$ cat config.mk
export PLATFORM = sky130hd
export DESIGN_NAME = raifes_dmi_arbiter_flat
export DESIGN_NICKNAME = d
export VERILOG_FILES = /design/src/rtl/raifes_dmi_arbiter_pkg.sv /design/src/rtl/raifes_dmi_arbiter_if.sv /design/src/rtl/raifes_dmi_rr_arb.sv /design/src/rtl/raifes_dmi_arbiter.sv /design/src/flat_wrapper.sv
export SDC_FILE = /design/constraint.sdc
export NUM_CORES = 1
export LEC_CHECK = 0
export CORE_UTILIZATION = 30
export DETAILED_ROUTE_END_ITERATION = 6
export PLACE_DENSITY = 0.68
export SLEW_MARGIN = 10
export SYNTH_ARGS = -nofsm -noshare
export SYNTH_HDL_FRONTEND = slang
export SYNTH_SLANG_ARGS = --single-unit
$ cat constraint.sdc
create_clock -name clk -period 6.6 [get_ports clk]
set_input_delay 0.99 -clock clk [delete_from_list [all_inputs] [get_ports clk]]
set_output_delay 0.99 -clock clk [all_outputs]
set_load 0.02 [all_outputs]
$ cat src/rtl/raifes_dmi_arbiter_pkg.sv
// -----------------------------------------------------------------------------
// raifes_dmi_arbiter_pkg
//   Shared definitions for the DMI sequencer/arbiter:
//   - DMI_ADDR_WIDTH / DMI_WIDTH : DMI bus geometry
//   - arb_state_e                : 2-bit arbiter FSM state encoding
//   - owner_onehot()             : maps a requester index to a one-hot vector
// -----------------------------------------------------------------------------
package raifes_dmi_arbiter_pkg;

  localparam int DMI_ADDR_WIDTH = 7;
  localparam int DMI_WIDTH      = 32;
  localparam int NUM_REQ        = 2;

  // Arbiter FSM state encodings.
  typedef enum logic [1:0] {
    ST_IDLE  = 2'd0,  // arbitrate between requesters
    ST_ISSUE = 2'd1,  // hold the access until the DM is idle, then strobe
    ST_WAIT  = 2'd2,  // wait for DM completion or timeout
    ST_RESP  = 2'd3   // present the response to the owner
  } arb_state_e;

  // One-hot vector for a requester index (index 0 -> 2'b01, 1 -> 2'b10).
  function automatic logic [NUM_REQ-1:0] owner_onehot(input logic owner);
    return owner ? 2'b10 : 2'b01;
  endfunction

endpackage : raifes_dmi_arbiter_pkg

$ cat src/rtl/raifes_dmi_arbiter_if.sv
// -----------------------------------------------------------------------------
// raifes_dmi_arbiter_if
//   Request/response channel between one DMI requester and the arbiter.
//   Request  : req_valid, req_ready, req_addr, req_wdata, req_wen (1 = write)
//   Response : rsp_valid, rsp_ready, rsp_rdata, rsp_error
//   Modports : master (requester side), slave (arbiter side)
// -----------------------------------------------------------------------------
interface raifes_dmi_arbiter_if;
  import raifes_dmi_arbiter_pkg::*;

  logic                      req_valid;
  logic                      req_ready;
  logic [DMI_ADDR_WIDTH-1:0] req_addr;
  logic [DMI_WIDTH-1:0]      req_wdata;
  logic                      req_wen;

  logic                      rsp_valid;
  logic                      rsp_ready;
  logic [DMI_WIDTH-1:0]      rsp_rdata;
  logic                      rsp_error;

  modport master (
    output req_valid, req_addr, req_wdata, req_wen, rsp_ready,
    input  req_ready, rsp_valid, rsp_rdata, rsp_error
  );

  modport slave (
    input  req_valid, req_addr, req_wdata, req_wen, rsp_ready,
    output req_ready, rsp_valid, rsp_rdata, rsp_error
  );

endinterface : raifes_dmi_arbiter_if

$ cat src/rtl/raifes_dmi_rr_arb.sv
// -----------------------------------------------------------------------------
// raifes_dmi_rr_arb
//   Two-way round-robin grant logic, purely combinational.
//   i_valid      : request vector, bit N = requester N
//   i_last_grant : index of the requester granted most recently
//   o_grant      : one-hot grant (all zero when nobody requests)
//   On a tie the requester that was NOT granted last time wins.
// -----------------------------------------------------------------------------
module raifes_dmi_rr_arb (
  input  logic [1:0] i_valid,
  input  logic       i_last_grant,
  output logic [1:0] o_grant
);

  always_comb begin
    // NOTE: give every always_comb output a default first so no path can leave it
    // unassigned, which would otherwise infer a latch.
    o_grant = 2'b00;
    case (i_valid)
      2'b01:   o_grant = 2'b01;
      2'b10:   o_grant = 2'b10;
      2'b11:   o_grant = i_last_grant ? 2'b01 : 2'b10;
      default: o_grant = 2'b00;
    endcase
  end

endmodule : raifes_dmi_rr_arb

$ cat src/rtl/raifes_dmi_arbiter.sv
// -----------------------------------------------------------------------------
// raifes_dmi_arbiter
//   Sequencer and two-way arbiter in front of the single Debug Module port.
//   Requester 0 is the synchronized JTAG DTM path, requester 1 a second debug
//   host. Requests are serialized, held off while the DM is busy, bounded by a
//   timeout, and answered to the requester that owns the access.
//
//   Parameters:
//     TIMEOUT     : max busy cycles after issue before answering with an error;
//                   0 disables the timeout.
//   Ports:
//     clk, rst_n  : system clock, asynchronous active-low reset
//     m0, m1      : requester channels (raifes_dmi_arbiter_if.slave)
//     dmi_addr    : address to the DM (holds the last issued value)
//     dmi_wdata   : write data to the DM (holds the last issued value)
//     dmi_en      : single-cycle access strobe
//     dmi_wen     : write qualifier, only high together with dmi_en
//     dmi_rdata   : DM read data
//     dmi_error   : DM error flag
//     dmi_dm_busy : DM is processing an access
// -----------------------------------------------------------------------------
module raifes_dmi_arbiter
  import raifes_dmi_arbiter_pkg::*;
#(
  parameter int TIMEOUT = 255
) (
  input  logic                      clk,
  input  logic                      rst_n,

  raifes_dmi_arbiter_if.slave       m0,
  raifes_dmi_arbiter_if.slave       m1,

  output logic [DMI_ADDR_WIDTH-1:0] dmi_addr,
  output logic [DMI_WIDTH-1:0]      dmi_wdata,
  output logic                      dmi_en,
  output logic                      dmi_wen,
  input  logic [DMI_WIDTH-1:0]      dmi_rdata,
  input  logic                      dmi_error,
  input  logic                      dmi_dm_busy
);

  // A zero-width counter is not legal, so a disabled timeout keeps one bit.
  localparam int                   CNT_W       = (TIMEOUT == 0) ? 1 : $clog2(TIMEOUT + 1);
  localparam logic [CNT_W-1:0]     TIMEOUT_CNT = CNT_W'(TIMEOUT);
  localparam logic [CNT_W-1:0]     CNT_MAX     = '1;

  // ---------------------------------------------------------------------------
  // State
  // ---------------------------------------------------------------------------
  arb_state_e                r_state;
  logic                      r_last_grant;
  logic                      r_owner;

  // Request latched at the handshake, replayed when the DM becomes idle.
  logic [DMI_ADDR_WIDTH-1:0] r_addr;
  logic [DMI_WIDTH-1:0]      r_wdata;
  logic                      r_wen;

  // Registered DM-side outputs.
  logic                      r_dmi_en;
  logic                      r_dmi_wen;
  logic [DMI_ADDR_WIDTH-1:0] r_dmi_addr;
  logic [DMI_WIDTH-1:0]      r_dmi_wdata;

  // Registered response.
  logic [NUM_REQ-1:0]        r_rsp_valid;
  logic [DMI_WIDTH-1:0]      r_rsp_rdata;
  logic                      r_rsp_error;

  logic [CNT_W-1:0]          r_cnt;

  // ---------------------------------------------------------------------------
  // Arbitration
  // ---------------------------------------------------------------------------
  logic [NUM_REQ-1:0]        w_valid;
  logic [NUM_REQ-1:0]        w_grant;
  logic                      w_idle;
  logic                      w_hs;
  logic [DMI_ADDR_WIDTH-1:0] w_sel_addr;
  logic [DMI_WIDTH-1:0]      w_sel_wdata;
  logic                      w_sel_wen;
  logic                      w_rsp_ready;
  logic [CNT_W-1:0]          w_cnt_inc;
  logic                      w_timeout;

  assign w_valid = {m1.req_valid, m0.req_valid};

  raifes_dmi_rr_arb u_rr_arb (
    .i_valid      (w_valid),
    .i_last_grant (r_last_grant),
    .o_grant      (w_grant)
  );

  assign w_idle       = (r_state == ST_IDLE);
  assign m0.req_ready = w_idle & w_grant[0];
  assign m1.req_ready = w_idle & w_grant[1];
  assign w_hs         = w_idle & (|w_grant);

  assign w_sel_addr   = w_grant[1] ? m1.req_addr  : m0.req_addr;
  assign w_sel_wdata  = w_grant[1] ? m1.req_wdata : m0.req_wdata;
  assign w_sel_wen    = w_grant[1] ? m1.req_wen   : m0.req_wen;

  assign w_rsp_ready  = r_owner ? m1.rsp_ready : m0.rsp_ready;

  // Saturating increment; the timeout fires on the busy cycle that brings the
  // count up to TIMEOUT, so exactly TIMEOUT busy cycles are tolerated.
  assign w_cnt_inc    = (r_cnt == CNT_MAX) ? r_cnt : r_cnt + CNT_W'(1);
  assign w_timeout    = (TIMEOUT != 0) && (w_cnt_inc == TIMEOUT_CNT);

  // ---------------------------------------------------------------------------
  // FSM with registered outputs
  //
  // The strobe is registered: the decision to issue is taken one edge earlier
  // from the busy flag seen then. On an uncontested handshake with the DM idle
  // the strobe is therefore set on the handshake edge itself, and ISSUE only
  // lasts the strobe cycle.
  // ---------------------------------------------------------------------------
  always_ff @(posedge clk or negedge rst_n) begin
    if (!rst_n) begin
      // The data registers are reset too: the DM-facing bus and the response
      // data must read as zero straight out of reset.
      r_state      <= ST_IDLE;
      r_last_grant <= 1'b1;
      r_owner      <= 1'b0;
      r_addr       <= '0;
      r_wdata      <= '0;
      r_wen        <= 1'b0;
      r_dmi_en     <= 1'b0;
      r_dmi_wen    <= 1'b0;
      r_dmi_addr   <= '0;
      r_dmi_wdata  <= '0;
      r_rsp_valid  <= '0;
      r_rsp_rdata  <= '0;
      r_rsp_error  <= 1'b0;
      r_cnt        <= '0;
    end else begin
      // NOTE: sequential state uses non-blocking assignments so every register
      // samples pre-edge values; the defaults below are then safely overridden.
      r_dmi_en  <= 1'b0;
      r_dmi_wen <= 1'b0;

      case (r_state)
        ST_IDLE: begin
          if (w_hs) begin
            r_addr       <= w_sel_addr;
            r_wdata      <= w_sel_wdata;
            r_wen        <= w_sel_wen;
            r_owner      <= w_grant[1];
            r_last_grant <= w_grant[1];
            r_state      <= ST_ISSUE;
            if (!dmi_dm_busy) begin
              r_dmi_en    <= 1'b1;
              r_dmi_wen   <= w_sel_wen;
              r_dmi_addr  <= w_sel_addr;
              r_dmi_wdata <= w_sel_wdata;
            end
          end
        end

        ST_ISSUE: begin
          if (r_dmi_en) begin
            // Strobe is on the bus this cycle; start watching completion.
            r_state <= ST_WAIT;
            r_cnt   <= '0;
          end else if (!dmi_dm_busy) begin
            r_dmi_en    <= 1'b1;
            r_dmi_wen   <= r_wen;
            r_dmi_addr  <= r_addr;
            r_dmi_wdata <= r_wdata;
          end
        end

        ST_WAIT: begin
          if (!dmi_dm_busy) begin
            r_rsp_rdata <= dmi_rdata;
            r_rsp_error <= dmi_error;
            r_rsp_valid <= owner_onehot(r_owner);
            r_state     <= ST_RESP;
          end else begin
            r_cnt <= w_cnt_inc;
            if (w_timeout) begin
              r_rsp_rdata <= '0;
              r_rsp_error <= 1'b1;
              r_rsp_valid <= owner_onehot(r_owner);
              r_state     <= ST_RESP;
            end
          end
        end

        ST_RESP: begin
          if (w_rsp_ready) begin
            r_rsp_valid <= '0;
            r_state     <= ST_IDLE;
          end
        end

        default: r_state <= ST_IDLE;
      endcase
    end
  end

  // ---------------------------------------------------------------------------
  // Outputs
  // ---------------------------------------------------------------------------
  assign dmi_en       = r_dmi_en;
  assign dmi_wen      = r_dmi_wen;
  assign dmi_addr     = r_dmi_addr;
  assign dmi_wdata    = r_dmi_wdata;

  // Data is shared; only the owner's valid is ever raised.
  assign m0.rsp_valid = r_rsp_valid[0];
  assign m1.rsp_valid = r_rsp_valid[1];
  assign m0.rsp_rdata = r_rsp_rdata;
  assign m1.rsp_rdata = r_rsp_rdata;
  assign m0.rsp_error = r_rsp_error;
  assign m1.rsp_error = r_rsp_error;

endmodule : raifes_dmi_arbiter

$ cat src/flat_wrapper.sv
// flat-port wrapper written by rule: the top's interface ports become plain ports
module raifes_dmi_arbiter_flat import raifes_dmi_arbiter_pkg::*;
#(
  parameter int TIMEOUT = 255
)
  (clk, rst_n, dmi_addr, dmi_wdata, dmi_en, dmi_wen, dmi_rdata, dmi_error, dmi_dm_busy, m0_req_valid, m0_req_addr, m0_req_wdata, m0_req_wen, m0_rsp_ready, m0_req_ready, m0_rsp_valid, m0_rsp_rdata, m0_rsp_error, m1_req_valid, m1_req_addr, m1_req_wdata, m1_req_wen, m1_rsp_ready, m1_req_ready, m1_rsp_valid, m1_rsp_rdata, m1_rsp_error);
  raifes_dmi_arbiter_if m0_i ();
  raifes_dmi_arbiter_if m1_i ();
  input  logic clk;
  input  logic rst_n;
  output logic [DMI_ADDR_WIDTH-1:0] dmi_addr;
  output logic [DMI_WIDTH-1:0] dmi_wdata;
  output logic dmi_en;
  output logic dmi_wen;
  input  logic [DMI_WIDTH-1:0] dmi_rdata;
  input  logic dmi_error;
  input  logic dmi_dm_busy;
  input wire logic [$bits(m0_i.req_valid)-1:0] m0_req_valid;
  input wire logic [$bits(m0_i.req_addr)-1:0] m0_req_addr;
  input wire logic [$bits(m0_i.req_wdata)-1:0] m0_req_wdata;
  input wire logic [$bits(m0_i.req_wen)-1:0] m0_req_wen;
  input wire logic [$bits(m0_i.rsp_ready)-1:0] m0_rsp_ready;
  output wire logic [$bits(m0_i.req_ready)-1:0] m0_req_ready;
  output wire logic [$bits(m0_i.rsp_valid)-1:0] m0_rsp_valid;
  output wire logic [$bits(m0_i.rsp_rdata)-1:0] m0_rsp_rdata;
  output wire logic [$bits(m0_i.rsp_error)-1:0] m0_rsp_error;
  input wire logic [$bits(m1_i.req_valid)-1:0] m1_req_valid;
  input wire logic [$bits(m1_i.req_addr)-1:0] m1_req_addr;
  input wire logic [$bits(m1_i.req_wdata)-1:0] m1_req_wdata;
  input wire logic [$bits(m1_i.req_wen)-1:0] m1_req_wen;
  input wire logic [$bits(m1_i.rsp_ready)-1:0] m1_rsp_ready;
  output wire logic [$bits(m1_i.req_ready)-1:0] m1_req_ready;
  output wire logic [$bits(m1_i.rsp_valid)-1:0] m1_rsp_valid;
  output wire logic [$bits(m1_i.rsp_rdata)-1:0] m1_rsp_rdata;
  output wire logic [$bits(m1_i.rsp_error)-1:0] m1_rsp_error;
  assign m0_i.req_valid = m0_req_valid;
  assign m0_i.req_addr = m0_req_addr;
  assign m0_i.req_wdata = m0_req_wdata;
  assign m0_i.req_wen = m0_req_wen;
  assign m0_i.rsp_ready = m0_rsp_ready;
  assign m0_req_ready = m0_i.req_ready;
  assign m0_rsp_valid = m0_i.rsp_valid;
  assign m0_rsp_rdata = m0_i.rsp_rdata;
  assign m0_rsp_error = m0_i.rsp_error;
  assign m1_i.req_valid = m1_req_valid;
  assign m1_i.req_addr = m1_req_addr;
  assign m1_i.req_wdata = m1_req_wdata;
  assign m1_i.req_wen = m1_req_wen;
  assign m1_i.rsp_ready = m1_rsp_ready;
  assign m1_req_ready = m1_i.req_ready;
  assign m1_rsp_valid = m1_i.rsp_valid;
  assign m1_rsp_rdata = m1_i.rsp_rdata;
  assign m1_rsp_error = m1_i.rsp_error;
  raifes_dmi_arbiter #(.TIMEOUT(TIMEOUT)) u_core (.clk(clk), .rst_n(rst_n), .m0(m0_i), .m1(m1_i), .dmi_addr(dmi_addr), .dmi_wdata(dmi_wdata), .dmi_en(dmi_en), .dmi_wen(dmi_wen), .dmi_rdata(dmi_rdata), .dmi_error(dmi_error), .dmi_dm_busy(dmi_dm_busy));
endmodule
* Word level (Yosys, flattened, before mapping) *
Cells that the tools add are included.

storage, ports and cells
  register bits after elaboration = 128
  output and inout port bits = 111
  word-level logic and storage cells = 89

cells by class
  $add $sub $neg = 1
  equality and inequality tests = 17
  multiplexer cells = 43
  bitwise gates (word level) = 3
  reduce and logical (&&, ||, !) cells = 11

operators with widths
  cell                   count
  $mux W32               7
  $pmux W32 S2           1
  $mux W7                5
  $mux W8                3
  $mux W2                9
  $eq A8 B8 Y1 const B   2
  $pmux W8 S2            1
  $pmux W7 S2            1
  $mux W1                11
  $ne A2 B2 Y1 const B   5
  $add A8 B1 Y8 const B  1
  $eq A2 B2 Y1 const B   4
  $pmux W2 S4            1
  $ne A2 B1 Y1 const B   3
  $pmux W2 S3            1
  $reduce_and A3 Y1      2
  $reduce_bool A2 Y1     3
  $reduce_and A5 Y1      1
  $eq A2 B1 Y1 const B   2
  $pmux W1 S2            2
  $pmux W2 S2            1
  $reduce_and A2 Y1      2
  $reduce_and A4 Y1      1
  $and A1 B1 Y1          3
  other kinds (3)        3

* Logic depth before layout (Yosys ltp) *
Gate-level depths: netlist of the first run.

  depth after elaboration = 6
  gate-level depth with buffers = 9
  depth with buffers taken out = 8

* Hierarchy *
From an unflattened synthesis of the first run, not the netlist that was laid out.

second synthesis, totals
  cells, all modules = 730
  area total of the unflattened synthesis = 6,427.4 sq um

modules (own cells, without submodules)
  module              times used  cells each  area each (sq um)  sequential area each (sq um)
  raifes_dmi_arbiter  1           727         6,408.6            3,204.3
  raifes_dmi_rr_arb   1           3           18.8               0.0

* Worst setup path before layout of the first run *
Ideal clock, no wire load.

  kind = in2out
  start = input m1_req_valid
  end = output m1_req_ready
  arrival = 2.122 ns
  slack = 3.488 ns
  stages on the path = 4
  path buffers = 2
  cell sequence = a21boi_0 clkbuf_1 buf_1 and2_1

between the ends
  longest elaborated chain between the ends = 3
  elaborated cells on any way between the ends = 5

ends and longest elaborated chain
  element                                              RTL line                  source
  start: declaration                                   flat_wrapper.sv:27        input wire logic [$bits(m1_i.req_valid)-1:0] m1_req_valid;
  $eq A2 B2 Y1 / $eq A2 B1 Y1 (equally long branches)  raifes_dmi_rr_arb.sv:19   case (i_valid)
  $pmux W2 S3 *                                        raifes_dmi_rr_arb.sv:19
  $and A1 B1 Y1 *                                      raifes_dmi_arbiter.sv:96  assign m1.req_ready = w_idle & w_grant[1];
  end: declaration                                     flat_wrapper.sv:32        output wire logic [$bits(m1_i.req_ready)-1:0] m1_req_ready;

Every way passes the cells marked *; elsewhere a longest branch is shown, timed or not.

* Worst setup path in the final report of the first run *
Same ends and word-level chain as after synthesis.

==> impl_metrics.tcl, run 1 <==
set metrics [dict create \
    pwr-share-seq_pct 30.4 \
    yosysWarnings 0 \
    synthArstFlopShare_pct 100.0 \
    stdcell_area_um2 9400 \
    cts_made_buffers 17 \
    dr.pass1.iters 4 \
    hold_depth 2 \
    ys_types 45 \
    p_comb_share_pct 46.1 \
    area_growth_pct 46.11 \
    track_usage_pct 15.86 \
    setup_violations 0 \
    cp_data_required_time_ns 5.61 \
    drv_slew 0 \
    crit_fanout 10 \
    insertion_delay_ns 0.41 \
    postCtsHoldBufs 0 \
    synthCells 729 \
    tightest_slew_ns 0.8487 \
    post_cts_resized 0 \
    rsz0062_at_grt "false" \
    portBuffers 230 \
    cts_root_buffer "clkbuf_16" \
    cts_tree "built" \
    maxCapViolations 0 \
    cp_data_arrival_time_ns 2.94 \
    drive_above_1_share_pct 5.908 \
    placed_cell_area_um2 8722 \
    p_int_uw 2824 \
    drc_errors 0 \
    antenna_found_initial 1 \
    worstSetupPathType "input port to primary output" \
    finalSetupTns_ns 0 \
    cp-start-kind "input port" \
    fmax_mhz 254.4 \
    synth_area_um2 6434 \
    insertedDiodeCount 0 \
    grt_pass1_vias 5170 \
    postRouteWirelength_um 16940 \
    wl_per_cell_um 14.25 \
    vias_per_cell 4.699 \
    clk_pin_slew_ns 0.06 \
    drt-initial-drc-count 210 \
    p_sw_uw 1769 \
    r2r_cells 7 \
    irDropWorstVdd_mv 0.1983 \
    synth_seq_cells 128 \
    fin_skew_ns 0.006340 \
    hpwl_um 11700 \
    maxSlewHeadroom_pct 42.98 \
    cts_max_level 4 \
    crit_path_top_delay_cell "clkdlybuf4s50_1" \
    fp.dieArea_um2 22040 \
    min_path_type "flip-flop to flip-flop" \
    max_stage_delay_ns 0.69 \
    crit_top_cell "clkdlybuf4s50_1" \
    ant_nets 0 \
    post-route-period-util_pct 59.55 \
    synth_edf_count 0 \
    rows 53 \
    cts.sinks 128 \
    place_congestion 0.7959 \
    syn-num-nets 854 \
    worstSetupEndpointType "primary output" \
    core_um2 21020 \
    hold_viol 0 \
    outcome "finished clean" \
    switching_share_pct 38.52 \
    fin_util_pct 44.72 \
    clkPwrFrac_pct 23.5 \
    p_leak_uw 0.003971 \
    path_cells "clkdlybuf4s50_1, a21boi_4, and2_1, clkdlybuf4s50_1" \
    die_h_um 148.4 \
    initial_core_util_pct 30.61 \
    synth.avg_cell_area_um2 8.825 \
    num_vias 5587 \
    grt_max_degree 84 \
    cts_buffer_depth 2 \
    grt-ovfl-total 0 \
    die_w_um 148.4 \
    ioPinCount 231 \
    yosysSeqAreaShare_pct 49.81 \
    power_density_nw_per_um2 488.6 \
    grt_pass1_wl_um 27300 \
    period_needed_ns 3.930 \
    final_nets 1026 \
    postCtsSetupBuffers 0 \
    synth-main-ff-cell "dfrtp_1" \
]
-- synthesized netlist by cell type, types with 2 or more instances --
library cell	instances	share of area [%]
nor2b_1	36	3.5
o32ai_1	2	0.27
o21ai_0	114	8.9
nand3_1	7	0.54
a21oi_1	87	6.8
a21o_1	4	0.47
or2_2	2	0.19
buf_1	5	0.29
clkbuf_1	40	2.3
a31oi_1	2	0.19
nor2_1	52	3.0
inv_1	5	0.29
buf_2	3	0.23
dfrtp_1	127	49
nand2_1	120	7.0
a211oi_1	2	0.23
o31ai_1	4	0.47
clkbuf_2	5	0.39
ha_1	5	0.97
nand3b_1	2	0.23
and2_1	2	0.19
a221o_1	2	0.31
buf_4	33	3.9
nor3_1	3	0.23
nand2b_1	5	0.49
mux2i_1	41	6.4
-- cell type report --
type | instances | area (um2)
Timing Repair Buffer | 239 | 2371
Sequential cell | 128 | 3204
Clock buffer | 20 | 446.7
Clock inverter | 12 | 231.5
Inverter | 5 | 18.77
Tap cell | 275 | 344.1
Fill cell | 2023 | 11620
Multi-Input combinational cell | 510 | 2784
-- final timing paths --
check,from,end,slack [ns]
worst max-delay path,m1_req_valid,m1_req_ready,2.67
worst max register to register,u_core.r_cnt[0]$_DFFE_PN0P_,u_core.r_rsp_valid[1]$_DFFE_PN0P_,3.90
worst min-delay path,u_core.dmi_wdata[8]$_DFFE_PN0P_,u_core.dmi_wdata[8]$_DFFE_PN0P_,0.47
min in group asynchronous,rst_n,u_core.m0.rsp_rdata[30]$_DFFE_PN0P_,0.62
worst min register to register,u_core.dmi_wdata[8]$_DFFE_PN0P_,u_core.dmi_wdata[8]$_DFFE_PN0P_,0.47
max in group asynchronous,rst_n,u_core.m0.rsp_rdata[1]$_DFFE_PN0P_,4.84
-- flip-flops by register name (all words and copies together), names as in the netlist, 2 cells and up --
signal	cells
u_core.r_rsp_valid	2
u_core.r_state	2
u_core.m0.rsp_rdata	32
u_core.dmi_wdata	32
u_core.r_wdata	32
u_core.r_cnt	8
u_core.dmi_addr	7
u_core.r_addr	7
-- layout by cell type, fill, tap and decap left out, types with 2 or more instances in the layout --
cell type,synthesis,routed
a211oi_1,2,2
a21o_1,4,4
a21oi_1,87,87
a221o_1,2,2
a31oi_1,2,2
and2_1,2,2
buf_4,33,9
bufinv_16,0,6
clkbuf_1,40,2
clkbuf_16,0,17
clkdlybuf4s50_1,0,229
clkinv_4,0,4
dfrtp_1,127,127
ha_1,5,4
inv_1,5,5
mux2i_1,41,41
nand2_1,120,120
nand2b_1,5,5
nand3_1,7,7
nand3b_1,2,2
nor2_1,52,51
nor2b_1,36,35
nor3_1,3,3
o21ai_0,114,113
o31ai_1,4,4
o32ai_1,2,2
or2_2,2,2
-- metal layers --
metal / vias up / GRT usage, % / share of wire (%)
met2: 222 / 24.60 / 45
li1: 2797 / - / -
met1: 2552 / 20.80 / 46
met5: - / 0 / 0.077
met3: 14 / 5.092 / 8.0
met4: 2 / 5.258 / 1.2
-- logic make-up after synthesis --
logic type,count (synthesis),share of synthesized area [%]
AOI/OAI and AO/OA,225,18.75
adders and majority gates,5,0.9724
buffers and inverters,91,7.390
DFF,128,49.81
muxes,42,6.554
and+or+nand+nor,238,16.53
-- critical path, delay by kind of cell --
kind	cells	cell delay, ns
compound gates	1	0.42
simple gates	1	0.25
buf+inv	2	1.28
-- per-stage QoR --
stage          hold WS (ns)  worst slack (ns)  std cells  power (uW)
2_1_floorplan        0.4498             3.488        729        2720
3_3_place_gp         0.4588             2.706       1157        3504
3_5_place_dp         0.4691             2.673       1157        3552
4_1_cts              0.4820             2.663       1189        4658
5_1_grt              0.4957             2.585       1189        4937
6_report             0.4749             2.670       1189        4593
-- power groups by stage --
stage | clock network [uW] | logic [uW] | registers (uW)
CTS | 1110 | 2140 | 1400
detailed placement | 0 | 2140 | 1410
global route | 1150 | 2340 | 1450
floorplan | 0 | 1120 | 1600
finish | 1080 | 2120 | 1400
global placement | 0 | 2110 | 1400
No activity file was read; power rests on OpenSTA's default activity.
==> inputs of run 2 (changes only) <==
==> constraint.sdc (replaced) <==
create_clock -name clk -period 3.9 [get_ports clk]
set_input_delay 0.585 -clock clk [delete_from_list [all_inputs] [get_ports clk]]
set_output_delay 0.585 -clock clk [all_outputs]
set_load 0.02 [all_outputs]
==> run 2 against run 1 <==
Against the previous run:
- setup slack worse by 1.8 ns
- cell area is 0.55% lower
- sequential cell count stayed put
- combinational power is 70% higher
- sequential power is 69% higher
- first-iteration DRC count is 22% higher
- critical path depth stayed put
- global-route usage is 0.26 points lower
- non-clock buffer count is 3 higher
- sequential share of layout area is 0.19 points higher
- cell count is 0.17% higher
- total power is 66% higher
==> impl_metrics.tcl, run 2 (synthesis results as in run 1) <==
set metrics [dict create \
    grt_max_degree 87 \
    p_comb_share_pct 47.3 \
    rsz0062_at_grt "false" \
    crit_fanout 11 \
    postRouteWirelength_um 16900 \
    antenna_found_initial 1 \
    cp_data_required_time_ns 3.31 \
    drv_slew 0 \
    core_um2 21020 \
    ioPinCount 231 \
    tightest_slew_ns 0.8195 \
    die_w_um 148.4 \
    fp.dieArea_um2 22040 \
    r2r_cells 7 \
    worstSetupPathType "input port to primary output" \
    wl_per_cell_um 14.19 \
    cts.sinks 128 \
    final_cell_mix "229 x clkdlybuf4s50_1, 127 x dfrtp_1, 120 x nand2_1" \
    p_int_uw 4587 \
    drc_errors 0 \
    p_leak_uw 0.003954 \
    fillers 2051 \
    ant_nets 0 \
    postCtsHoldBufs 0 \
    period_needed_ns 3.075 \
    grt_pass1_wl_um 26890 \
    drive_above_1_share_pct 6.332 \
    track_usage_pct 15.61 \
    final_nets 1029 \
    instances_no_fill 1191 \
    portBuffers 230 \
    die_h_um 148.4 \
    min_path_type "input port to asynchronous set/reset pin" \
    worstSetupEndpointType "primary output" \
    p_sw_uw 3020 \
    fin_skew_ns 0.007145 \
    cp_data_arrival_time_ns 2.49 \
    insertion_delay_ns 0.42 \
    reg2reg_slack_ns 1.22 \
    cts_root_buffer "clkbuf_16" \
    hold_viol 0 \
    hpwl_um 11690 \
    area_growth_pct 45.31 \
    clkPwrFrac_pct 21.6 \
    finalSetupTns_ns 0 \
    drt-initial-drc-count 257 \
    insertedDiodeCount 0 \
    cp-start-kind "input port" \
    num_vias 5579 \
    pwr-share-seq_pct 31.1 \
    outcome "finished clean" \
    rr_endpoint "u_core.r_rsp_valid[0]$_DFFE_PN0P_" \
    cts_made_buffers 17 \
    clk_pin_slew_ns 0.05 \
    rows 53 \
    vias_per_cell 4.684 \
    irDropWorstVdd_mv 0.3831 \
    cts_max_level 4 \
    postCtsSetupBuffers 0 \
    placedCellCount 1160 \
    initial_core_util_pct 30.61 \
    r2r-start "u_core.r_cnt[0]$_DFFE_PN0P_" \
    place_congestion 0.8218 \
    switching_share_pct 39.70 \
    cts_buffer_depth 2 \
    fmax_mhz 325.2 \
    setup_violations 0 \
    maxCapViolations 0 \
    post-route-period-util_pct 78.85 \
    crit_path_start "m1_req_valid" \
    final_common_cell "clkdlybuf4s50_1" \
    grt-ovfl-total 0 \
    grt_pass1_vias 5220 \
    maxSlewHeadroom_pct 45.37 \
    post_cts_resized 0 \
    cts_tree "built" \
    power_density_nw_per_um2 813.7 \
    dr.pass1.iters 4 \
]
run 2: cell types whose count changed in the layout (fill, tap and decap cells not counted), sizes merged:
| cell | before | now |
|---|---|---|
| buf | 10 | 13 |
| bufinv | 6 | 3 |
| clkinv | 4 | 3 |
| clkbuf | 20 | 17 |
| clkinvlp | 1 | 2 |
| inv | 6 | 11 |
run 2: per-stage QoR:
step	total power [uW]	util, %	setup WS (ns)	hold WS (ns)	area (um2)
4_1_cts	7727	44.47	0.7911	0.2767	9349
5_1_grt	8177	44.47	0.7070	0.3218	9349
3_5_place_dp	6033	41.60	0.8038	0.4667	8745
6_report	7607	44.47	0.8247	0.2556	9349
2_1_floorplan	4604	-	1.521	0.2894	6434
3_3_place_gp	5940	41.60	0.8230	0.4582	8745
run 2: how the worst max path moves through the flow:
stage                                        endpoint  slack (ns)  cells after the start
finish                                   m1_req_ready        0.82                      4
global route                             m1_req_ready        0.71                      4
detailed placement                       m1_req_ready        0.80                      4
floorplan           u_core.r_rsp_valid[0]$_DFFE_PN0P_        1.52                      7
CTS                                      m1_req_ready        0.79                      4
global placement                         m1_req_ready        0.82                      4
run 2: power by group through the flow:
| stage | Clock [uW] | Combinational, uW | Sequential [uW] |
|---|---|---|---|
| finish | 1640 | 3600 | 2360 |
| global route | 1760 | 3970 | 2450 |
| CTS | 1700 | 3650 | 2370 |
| detailed placement | 0 | 3640 | 2390 |
| global placement | 0 | 3580 | 2360 |
| floorplan | 0 | 1900 | 2700 |
run 2: final cells by class:
class | count | area (um2) | share of cell area, %
clock buffer | 17 | 425.4 | 4.550
tap | 275 | 344.1 | 3.680
multi-input combinational | 510 | 2784 | 29.78
timing repair buffer | 242 | 2394 | 25.60
clock inverter | 14 | 178.9 | 1.914
sequential | 128 | 3204 | 34.27
inverter | 5 | 18.77 | 0.2007
run 2: per-layer routing:
metal | track usage (%) | vias up | wire, um
met2 | 24.49 | 213 | 7492
met1 | 19.71 | 2539 | 7651
met3 | 5.767 | 19 | 1443
li1 | - | 2806 | -
met5 | 0 | - | 13
met4 | 5.258 | 2 | 298
run 2: critical path, stage by stage:
cell	delay (ns)
clkdlybuf4s50_1	0.55
a21boi_4	0.45
and2_1	0.25
clkdlybuf4s50_1	0.65
